File: config.mk
export PLATFORM = sky130hd
export DESIGN_NAME = vt100_rxfifo_flat
export DESIGN_NICKNAME = d
export VERILOG_FILES = /design/src/rtl/vt100_rxfifo_pkg.sv /design/src/rtl/vt100_rxfifo_if.sv /design/src/rtl/vt100_fifo_mem.sv /design/src/rtl/vt100_rxfifo.sv /design/src/flat_wrapper.sv
export SDC_FILE = /design/constraint.sdc
export NUM_CORES = 1
export LEC_CHECK = 0
export BUFFER_PORTS_ARGS = -buffer_cell sky130_fd_sc_hd__buf_2
export CAP_MARGIN = 20
export CORE_MARGIN = 10
export CORE_UTILIZATION = 45
export DETAILED_ROUTE_END_ITERATION = 6
export PLACE_DENSITY = 0.66
export SLEW_MARGIN = 25
export SYNTH_ARGS = -nofsm -noshare
export SYNTH_HDL_FRONTEND = slang
export SYNTH_HIERARCHICAL = 1
export SYNTH_SLANG_ARGS = --single-unit
File: constraint.sdc
create_clock -name clk -period 4.2 [get_ports clk]
set_clock_uncertainty 0.15 [all_clocks]
set_input_delay 0.63 -clock clk [delete_from_list [all_inputs] [get_ports clk]]
set_output_delay 0.63 -clock clk [all_outputs]
set_load 0.02 [all_outputs]
File: src/rtl/vt100_rxfifo_pkg.sv
// Shared vt100 receive-FIFO constants: status word layout and drop counter sizing.
// Bit positions are mirrored in the firmware header; change both together.
package vt100_rxfifo_pkg;

    localparam int unsigned STATUS_W    = 32;
    localparam int unsigned STS_HEAD_LSB = 24;
    localparam int unsigned STS_VALID   = 16;
    localparam int unsigned STS_OVF     = 15;
    localparam int unsigned STS_AFULL   = 14;
    localparam int unsigned STS_FULL    = 13;
    localparam int unsigned STS_CNT_LSB = 0;
    localparam int unsigned STS_CNT_W   = 11;

    localparam int unsigned DROP_W = 8;
    localparam logic [DROP_W-1:0] DROP_MAX = '1;

    function automatic logic [STATUS_W-1:0] pack_status(
        input logic [7:0]           head,
        input logic                 valid,
        input logic                 ovf,
        input logic                 afull,
        input logic                 full,
        input logic [STS_CNT_W-1:0] cnt
    );
        logic [STATUS_W-1:0] s;
        s = '0;
        s[STS_HEAD_LSB +: 8]      = head;
        s[STS_VALID]              = valid;
        s[STS_OVF]                = ovf;
        s[STS_AFULL]              = afull;
        s[STS_FULL]               = full;
        s[STS_CNT_LSB +: STS_CNT_W] = cnt;
        return s;
    endfunction

endpackage

File: src/rtl/vt100_rxfifo_if.sv
// UART-receiver / CPU-window side bundle of the vt100 receive FIFO.
// master = producer/consumer logic driving strobes, slave = the FIFO itself.
interface vt100_rxfifo_if #(
    parameter int DATA_W     = 8,
    parameter int DEPTH_LOG2 = 4
);
    import vt100_rxfifo_pkg::*;

    logic                   enq;
    logic [DATA_W-1:0]      din;
    logic                   deq;
    logic                   flush;
    logic                   clr_ovf;
    logic [DATA_W-1:0]      dout;
    logic                   empty;
    logic                   full;
    logic                   almost_full;
    logic [DEPTH_LOG2:0]    count;
    logic                   overflow;
    logic [DROP_W-1:0]      drop_cnt;
    logic [STATUS_W-1:0]    status;

    modport master (
        output enq, din, deq, flush, clr_ovf,
        input  dout, empty, full, almost_full, count, overflow, drop_cnt, status
    );

    modport slave (
        input  enq, din, deq, flush, clr_ovf,
        output dout, empty, full, almost_full, count, overflow, drop_cnt, status
    );

endinterface

File: src/rtl/vt100_fifo_mem.sv
// FIFO storage: one synchronous write port, one asynchronous read port, no reset.
// Write visible on the read port right after the writing edge.
module vt100_fifo_mem #(
    parameter int DATA_W     = 8,
    parameter int DEPTH_LOG2 = 4
) (
    input  logic                  clk,
    input  logic                  we_i,
    input  logic [DEPTH_LOG2-1:0] waddr_i,
    input  logic [DATA_W-1:0]     wdata_i,
    input  logic [DEPTH_LOG2-1:0] raddr_i,
    output logic [DATA_W-1:0]     rdata_o
);

    logic [DATA_W-1:0] mem_q [2**DEPTH_LOG2];

    always_ff @(posedge clk) begin
        if (we_i) begin
            mem_q[waddr_i] <= wdata_i;
        end
    end

    assign rdata_o = mem_q[raddr_i];

endmodule

File: src/rtl/vt100_rxfifo.sv
// vt100 receive FIFO: full-depth pointers, FWFT head, occupancy/flags combinational from pointers.
// Enq on full is dropped (counted) unless a deq frees the slot the same cycle; deq on empty is ignored.
module vt100_rxfifo
    import vt100_rxfifo_pkg::*;
#(
    parameter int DATA_W     = 8,
    parameter int DEPTH_LOG2 = 4,
    parameter int AFULL_LVL  = (1 << DEPTH_LOG2) - 2
) (
    input  logic          clk,
    input  logic          rst_n,
    vt100_rxfifo_if.slave bus
);

    localparam int PW    = DEPTH_LOG2 + 1;
    localparam int DEPTH = 1 << DEPTH_LOG2;

    logic [PW-1:0]     wr_ptr_q, wr_ptr_d;
    logic [PW-1:0]     rd_ptr_q, rd_ptr_d;
    logic              ovf_q, ovf_d;
    logic [DROP_W-1:0] drop_cnt_q, drop_cnt_d;
    logic              arm_q;

    logic [PW-1:0]     count;
    logic              empty, full, almost_full;
    logic              deq_acc, enq_acc, enq_drop, flush_go, clr_go;
    logic [DATA_W-1:0] rdata, dout;

    assign count       = wr_ptr_q - rd_ptr_q;
    assign empty       = (count == '0);
    assign full        = (count == PW'(DEPTH));
    assign almost_full = (count >= PW'(AFULL_LVL));

    // arm_q blocks the edge on which rst_n rises, so a release racing a
    // clock edge can never half-accept a strobe.
    assign flush_go = arm_q && bus.flush;
    assign clr_go   = arm_q && bus.clr_ovf;
    assign deq_acc  = arm_q && bus.deq && !empty && !bus.flush;
    assign enq_acc  = arm_q && bus.enq && (!full || deq_acc) && !bus.flush;
    assign enq_drop = arm_q && bus.enq && full && !deq_acc && !bus.flush;

    always_comb begin
        wr_ptr_d   = wr_ptr_q;
        rd_ptr_d   = rd_ptr_q;
        ovf_d      = ovf_q;
        drop_cnt_d = drop_cnt_q;

        if (flush_go) begin
            wr_ptr_d = '0;
            rd_ptr_d = '0;
        end else begin
            if (enq_acc) wr_ptr_d = wr_ptr_q + PW'(1);
            if (deq_acc) rd_ptr_d = rd_ptr_q + PW'(1);
        end

        // A drop in the clearing cycle must not be lost: it restarts the count at 1.
        if (enq_drop) begin
            ovf_d = 1'b1;
            if (clr_go) begin
                drop_cnt_d = DROP_W'(1);
            end else if (drop_cnt_q != DROP_MAX) begin
                drop_cnt_d = drop_cnt_q + DROP_W'(1);
            end
        end else if (clr_go) begin
            ovf_d      = 1'b0;
            drop_cnt_d = '0;
        end
    end

    always_ff @(posedge clk or negedge rst_n) begin
        if (!rst_n) begin
            wr_ptr_q   <= '0;
            rd_ptr_q   <= '0;
            ovf_q      <= 1'b0;
            drop_cnt_q <= '0;
            arm_q      <= 1'b0;
        end else begin
            wr_ptr_q   <= wr_ptr_d;
            rd_ptr_q   <= rd_ptr_d;
            ovf_q      <= ovf_d;
            drop_cnt_q <= drop_cnt_d;
            arm_q      <= 1'b1;
        end
    end

    vt100_fifo_mem #(
        .DATA_W     (DATA_W),
        .DEPTH_LOG2 (DEPTH_LOG2)
    ) u_mem (
        .clk     (clk),
        .we_i    (enq_acc),
        .waddr_i (wr_ptr_q[DEPTH_LOG2-1:0]),
        .wdata_i (bus.din),
        .raddr_i (rd_ptr_q[DEPTH_LOG2-1:0]),
        .rdata_o (rdata)
    );

    // Storage is unreset, so the head is masked to keep dout/status clean when empty.
    assign dout = empty ? '0 : rdata;

    assign bus.dout        = dout;
    assign bus.empty       = empty;
    assign bus.full        = full;
    assign bus.almost_full = almost_full;
    assign bus.count       = count;
    assign bus.overflow    = ovf_q;
    assign bus.drop_cnt    = drop_cnt_q;
    assign bus.status      = pack_status(8'(dout), !empty, ovf_q, almost_full, full,
                                         STS_CNT_W'(count));

endmodule

File: src/flat_wrapper.sv
// flat-port wrapper written by rule: the top's interface ports become plain ports
module vt100_rxfifo_flat import vt100_rxfifo_pkg::*;
#(
    parameter int DATA_W     = 8,
    parameter int DEPTH_LOG2 = 4,
    parameter int AFULL_LVL  = (1 << DEPTH_LOG2) - 2
)
  (clk, rst_n, bus_enq, bus_din, bus_deq, bus_flush, bus_clr_ovf, bus_dout, bus_empty, bus_full, bus_almost_full, bus_count, bus_overflow, bus_drop_cnt, bus_status);
  vt100_rxfifo_if #(.DATA_W(DATA_W), .DEPTH_LOG2(DEPTH_LOG2)) bus_i ();
  input  logic clk;
  input  logic rst_n;
  input wire logic [$bits(bus_i.enq)-1:0] bus_enq;
  input wire logic [$bits(bus_i.din)-1:0] bus_din;
  input wire logic [$bits(bus_i.deq)-1:0] bus_deq;
  input wire logic [$bits(bus_i.flush)-1:0] bus_flush;
  input wire logic [$bits(bus_i.clr_ovf)-1:0] bus_clr_ovf;
  output wire logic [$bits(bus_i.dout)-1:0] bus_dout;
  output wire logic [$bits(bus_i.empty)-1:0] bus_empty;
  output wire logic [$bits(bus_i.full)-1:0] bus_full;
  output wire logic [$bits(bus_i.almost_full)-1:0] bus_almost_full;
  output wire logic [$bits(bus_i.count)-1:0] bus_count;
  output wire logic [$bits(bus_i.overflow)-1:0] bus_overflow;
  output wire logic [$bits(bus_i.drop_cnt)-1:0] bus_drop_cnt;
  output wire logic [$bits(bus_i.status)-1:0] bus_status;
  assign bus_i.enq = bus_enq;
  assign bus_i.din = bus_din;
  assign bus_i.deq = bus_deq;
  assign bus_i.flush = bus_flush;
  assign bus_i.clr_ovf = bus_clr_ovf;
  assign bus_dout = bus_i.dout;
  assign bus_empty = bus_i.empty;
  assign bus_full = bus_i.full;
  assign bus_almost_full = bus_i.almost_full;
  assign bus_count = bus_i.count;
  assign bus_overflow = bus_i.overflow;
  assign bus_drop_cnt = bus_i.drop_cnt;
  assign bus_status = bus_i.status;
  vt100_rxfifo #(.DATA_W(DATA_W), .DEPTH_LOG2(DEPTH_LOG2), .AFULL_LVL(AFULL_LVL)) u_core (.clk(clk), .rst_n(rst_n), .bus(bus_i));
endmodule
### Yosys cells after proc, flatten, opt, wreduce, memory -nomap -nowiden

Memory sizes are Yosys's and may differ from the RTL's.
Index checks and enable logic that the tools add are counted.

| cells by class | value |
|---|---|
| $add $sub $neg | 4 |
| magnitude comparators | 1 |
| equality and inequality tests | 2 |
| mux-type cells | 13 |
| reductions and logical operators | 22 |

Operators by type and width:

| cell | number |
|---|---|
| 2-to-1 mux 8 bit | 5 |
| 2-to-1 mux 5 bit | 4 |
| logical AND 1 bit | 11 |
| adder 5 x 1 -> 5 bit (second input constant) | 2 |
| adder 8 x 1 -> 8 bit (second input constant) | 1 |
| != test 8 bit (second input constant) | 1 |
| nonzero test 2 bit | 4 |
| == test 5 bit (second input constant) | 1 |
| >= comparator 5 x 4 -> 1 bit (second input constant) | 1 |
| logical NOT 5 bit | 1 |
| subtractor 5 bit | 1 |
| logical NOT 1 bit | 4 |
| 2-to-1 mux 1 bit | 4 |
| AND reduction 2 bit | 1 |
| logical OR 1 bit | 1 |

| storage, ports and cells | value |
|---|---|
| register bits | 20 |
| memory bits (writable) | 128 |
| input port bits | 14 |
| word-level logic and storage cells | 48 |
| memories | 1 |

Memory list:

| name | words | bits a word | read ports | clocked after memory_dff | wr ports | line | RTL |
|---|---|---|---|---|---|---|---|
| u_core.u_mem.mem_q | 16 | 8 | 1 | 0 | 1 | vt100_fifo_mem.sv:15 | `logic [DATA_W-1:0] mem_q [2**DEPTH_LOG2];` |

### Depth between registers and ports, before layout

| logic depth | value |
|---|---|
| depth in word-level cells | 10 |
| depth in mapped cells | 11 |
| depth with buffers taken out | 10 |

### By module

The synthesis kept the hierarchy.

Modules (own cells, without submodules):

| module | instances | cells each | area an instance (um2) | sequential area each (um2) |
|---|---|---|---|---|
| vt100_fifo_mem | 1 | 221 | 4987.3 | 3843.7 |
| vt100_rxfifo | 1 | 188 | 1582.8 | 500.5 |

### Least setup slack after synthesis

OpenSTA, ideal clock, no wires.

| path | value |
|---|---|
| path kind | register -> register |
| start point | reg u_core.wr_ptr_q[0] |
| end point | mem u_core.u_mem.mem_q[0][0], enable pin |
| library setup time | 0.383 ns |
| arrival | 3.787 ns |
| required time | 3.667 ns |
| path slack | -0.120 ns |
| stages on the path, launching flop included | 10 |
| buffers on the path | 0 |
| clock period less this slack | 4.320 ns |
| cell sequence | dfrtp_1 > inv_1 > ha_1 > fa_1 > xnor2_1 > a211oi_1 > or2_2 > a31oi_1 > or3b_2 > nor3_1 |

| between the ends | value |
|---|---|
| longest elaborated chain between the ends | 10 |
| elaborated cells on any way between the ends | 12 |
| classes of those cells | add/sub (1); eq/ne (1); mux (2); reduce/logical (8) |

Ends and longest elaborated chain:

| item | line | RTL |
|---|---|---|
| start, declared | vt100_rxfifo.sv:18 | `logic [PW-1:0] wr_ptr_q, wr_ptr_d;` |
| start signal, assigned | vt100_rxfifo.sv:78 | `wr_ptr_q <= wr_ptr_d;` |
| subtractor 5 bit * | vt100_rxfifo.sv:29 | `assign count = wr_ptr_q - rd_ptr_q;` |
| via bus_count[2] | flat_wrapper.sv:21 | `output wire logic [$bits(bus_i.count)-1:0] bus_count;` |
| logical NOT 5 bit | vt100_rxfifo.sv:30 | `assign empty = (count == '0);` |
| logical NOT 1 bit | vt100_rxfifo.sv:38 | `assign deq_acc = arm_q && bus.deq && !empty && !bus.flush;` |
| logical AND 1 bit (2 in a row) | vt100_rxfifo.sv:38 |  |
| logical OR 1 bit * | vt100_rxfifo.sv:39 | `assign enq_acc = arm_q && bus.enq && (!full \|\| deq_acc) && !bus.flush;` |
| logical AND 1 bit * (2 in a row) | vt100_rxfifo.sv:39 |  |
| via u_core.enq_acc | vt100_rxfifo.sv:26 | `logic deq_acc, enq_acc, enq_drop, flush_go, clr_go;` |
| 2-to-1 mux 1 bit * | vt100_fifo_mem.sv:18 | `if (we_i) begin` |
| 2-to-1 mux 1 bit (not written as such) * | vt100_fifo_mem.sv:19 | `mem_q[waddr_i] <= wdata_i;` |
| end, declared | vt100_fifo_mem.sv:15 |  |

Mark *: on every way through the listed nets, which the timed path passes. The rest lies on a longest branch.

### Final worst setup path

| path | value |
|---|---|
| start point | reg u_core.wr_ptr_q[0] |
| end point | mem u_core.u_mem.mem_q[3][0], enable pin |

| between the ends | value |
|---|---|
| longest elaborated chain between the ends | 10 |
| elaborated cells on any way between the ends | 12 |
| classes of those cells | add/sub (1); eq/ne (1); mux (2); reduce/logical (8) |

Ends and longest elaborated chain:

| item | line |
|---|---|
| subtractor 5 bit * | vt100_rxfifo.sv:29 |
| logical NOT 5 bit | vt100_rxfifo.sv:30 |
| logical NOT 1 bit | vt100_rxfifo.sv:38 |
| logical AND 1 bit (2 in a row) | vt100_rxfifo.sv:38 |
| logical OR 1 bit * | vt100_rxfifo.sv:39 |
| logical AND 1 bit * (2 in a row) | vt100_rxfifo.sv:39 |
| via u_core.enq_acc | vt100_rxfifo.sv:26 |
| 2-to-1 mux 1 bit * | vt100_fifo_mem.sv:18 |
| 2-to-1 mux 1 bit (not written as such) * | vt100_fifo_mem.sv:19 |

Marks and branches as above.

==> qor.yml <==
rsz0062_at_grt: "no"
yosysWarningCount: 6
crit_type: "flip-flop to flip-flop"
cts_setup_buffers: 0
synth_ff_type: "edfxtp_1"
final_layout_size_suffix_gt1_share_pct: 27.7
grt_pass1_wl_um: 22200
cp.arrival_ps: 3650
fill_cells: 1171
cts_inserted_buffers: 17
hpwl_um: 9260
path_clk_slew_ps: 60
synth_seq_cells: 148
final_hold_viol_count: 0
synth_edf_count: 128
place_area_um2: 6970
met1Wirelength_um: 5790
wl_met3_um: 1000
max_freq_ghz: 0.267
setup_ws_ps: 452
hold_buffers: 0
coreArea_um2: 14400
clk_latency_ps: 420
cap_violations: 0
p_int_uw: 3010
cts_root_buf: "clkbuf_16"
overflow: 0
grt_max_degree: 38
crit_required_ps: 4100
drt-pass1-iter-count: 5
regArea_um2: 4350
drt_iter0_markers: 306
viasPerCell: 5.57
die-area_um2: 19800
syn_area_per_cell_um2: 16.1
ir_drop_mv: 0.306
htree_num_levels: 4
finalMaxSlewViolations: 0
fin_tns_setup_ps: 0
die_x_um: 141
dr_wl_met2_um: 7160
dpl_worst_slack_ps: 523
p_leak_uw: 0.00277
start_util_pct: 45.5
layout_min_cycle_time_ps: 3750
worst_slew_pin_slew_ps: 763
diodes: 0
combinationalPowerShare_pct: 29.7
synthCells: 409
setup_viol: 0
dp_cells: 640
top_layer: "met4"
yosysUniqueCellTypes: 47
route.detailed.drc: 0
relSlewSlack_pct: 49.0
status: "completed"
synthToLayoutAreaGrowth_pct: 15.2
cts_resized: 0
stdcell_count: 672
power_frac_seq_pct: 36.6
vias: 3741
design_area_um2: 7570
numPortBuffers: 55
drt-total-wl_um: 14100
cts_tree: "built"
clock_path_buffers: 2
powerDensity_nw_per_um2: 594
avgRoutedWirePerCell_um: 21.0
async_flop_share_pct: 13.5
nets: 497
path_max_fanout: 8
p_switching_uw: 1490
die_h_um: 141
hp-class: "input pin to asynchronous set/reset pin"
sw_frac_of_total_pct: 33.0
track_usage_pct: 14.5
netlist_area_um2: 6570
rows: 44
drtAntennaViolNets: 0
antenna_found_initial: 0
cp-end-kind: "flip-flop"
ys_seq_area_share_pct: 66.1
first_global_vias: 3782
clock_sinks: 148
gp_congestion: 0.853
startpoint_type: "flip-flop"
ios: 71
multi_input_area_um2: 1900
finalCritPeriodShare_pct: 89.2
power_frac_clock_pct: 33.6
-- metrics by stage --
step                hold slack (ps)  util [%]  power, uW
global route                   36.5      52.5       4690
finish                         11.3      52.5       4500
CTS                            25.3      52.5       4540
floorplan                       184         -       2760
global placement                315      48.3       3020
detailed placement              328      48.3       3030
-- layout make-up --
cell class / instances / area share [%]
flip-flops and latches: 148 / 57.4
clock buffers: 17 / 5.62
multi-input cells: 217 / 25.1
well taps: 184 / 3.04
repair buffers: 78 / 5.92
clock inverters: 15 / 2.26
inverters: 13 / 0.645
-- power by group through the flow --
stage	Combinational [uW]	Clock (uW)	Sequential [uW]
global placement	1340	0	1680
finish	1340	1510	1650
floorplan	1070	0	1690
detailed placement	1360	0	1680
CTS	1360	1530	1650
global route	1450	1600	1650
-- cell families after synthesis --
kind of cell,Yosys count,share of synthesized area [%]
AO/OA/AOI/OAI,48,4.89
XOR/XNOR,6,0.800
adder cells (fa/ha/maj),8,1.64
buffers and inverters,58,5.85
flip-flops,148,66.1
multiplexers,36,12.4
other,2,0.114
AND/OR/NAND/NOR,103,8.21
-- synth_stat cells (2+ instances only) --
cell	instances	area share, %
xor2_1	3	0.40
nand2b_1	4	0.38
a21oi_1	11	0.84
or3_1	3	0.29
edfxtp_1	128	59
buf_6	3	0.51
a211oi_1	2	0.23
nand2_1	23	1.3
mux4_2	18	6.2
conb_1	2	0.11
mux4_1	14	5.6
nor2b_1	12	1.1
mux2i_1	4	0.61
clkdlybuf4s25_2	3	0.46
dfrtp_1	20	7.6
or4_1	4	0.46
o21ai_0	8	0.61
buf_4	32	3.7
nor4_1	2	0.19
xnor2_1	3	0.40
a22oi_1	16	1.8
inv_1	13	0.74
nand3b_1	4	0.46
nand4_1	4	0.38
nor3_1	5	0.38
nand3_1	12	0.91
and2_1	2	0.19
clkbuf_1	3	0.17
a32o_1	2	0.30
a31o_2	2	0.27
nor2_1	22	1.3
ha_1	7	1.3
buf_2	4	0.30
-- registers in the layout, summed over array words and instances (netlist names) --
name	flops
u_core/arm_q	1
u_core/u_mem/mem_q	128
u_core/bus.drop_cnt	8
u_core/rd_ptr_q	5
u_core/bus.overflow	1
u_core/wr_ptr_q	5
-- routing by layer --
layer / up-vias / GRT usage, %
met5: - / 0
met4: 0 / 4.24
met3: 13 / 3.86
met2: 149 / 24.4
met1: 1893 / 18.1
li1: 1686 / -
-- critical path, cell delays in order, from the launching register on --
cell      delay, ps
dfrtp_1         360
inv_1            50
ha_1            210
fa_1            400
xnor2_1         390
a211oi_1        110
or2_2           360
a31oi_1         270
or3b_2          530
nor2_1          550
-- cells in the final DEF (no fill, tap or decap), drive strengths merged, types with 5 or more instances in the layout --
cell type and count:
nor3 5, nand3 12, edfxtp 128, nor2b 12
inv 18, dfrtp 20, clkinv 5, nand2 23
ha 7, nor2 22, mux4 32, a22oi 16
conb 16, a21oi 11, o21ai 8, clkbuf 17
buf 78
-- worst paths after layout --
path | cells past startpoint | from | slack [ps] | endpoint
min | 1 | rst_n | 10 | u_core/wr_ptr_q[4]
max | 9 | u_core/wr_ptr_q[0] | 450 | u_core/u_mem/mem_q[3][0]
max in group asynchronous | 1 | rst_n | 3530 | u_core/rd_ptr_q[0]
max reg2reg | 9 | u_core/wr_ptr_q[0] | 450 | u_core/u_mem/mem_q[3][0]
min reg2reg | 2 | u_core/bus.overflow | 340 | u_core/bus.overflow
min in group clk | 2 | u_core/bus.overflow | 340 | u_core/bus.overflow
Note: power is estimated with default switching activity, not from simulation.
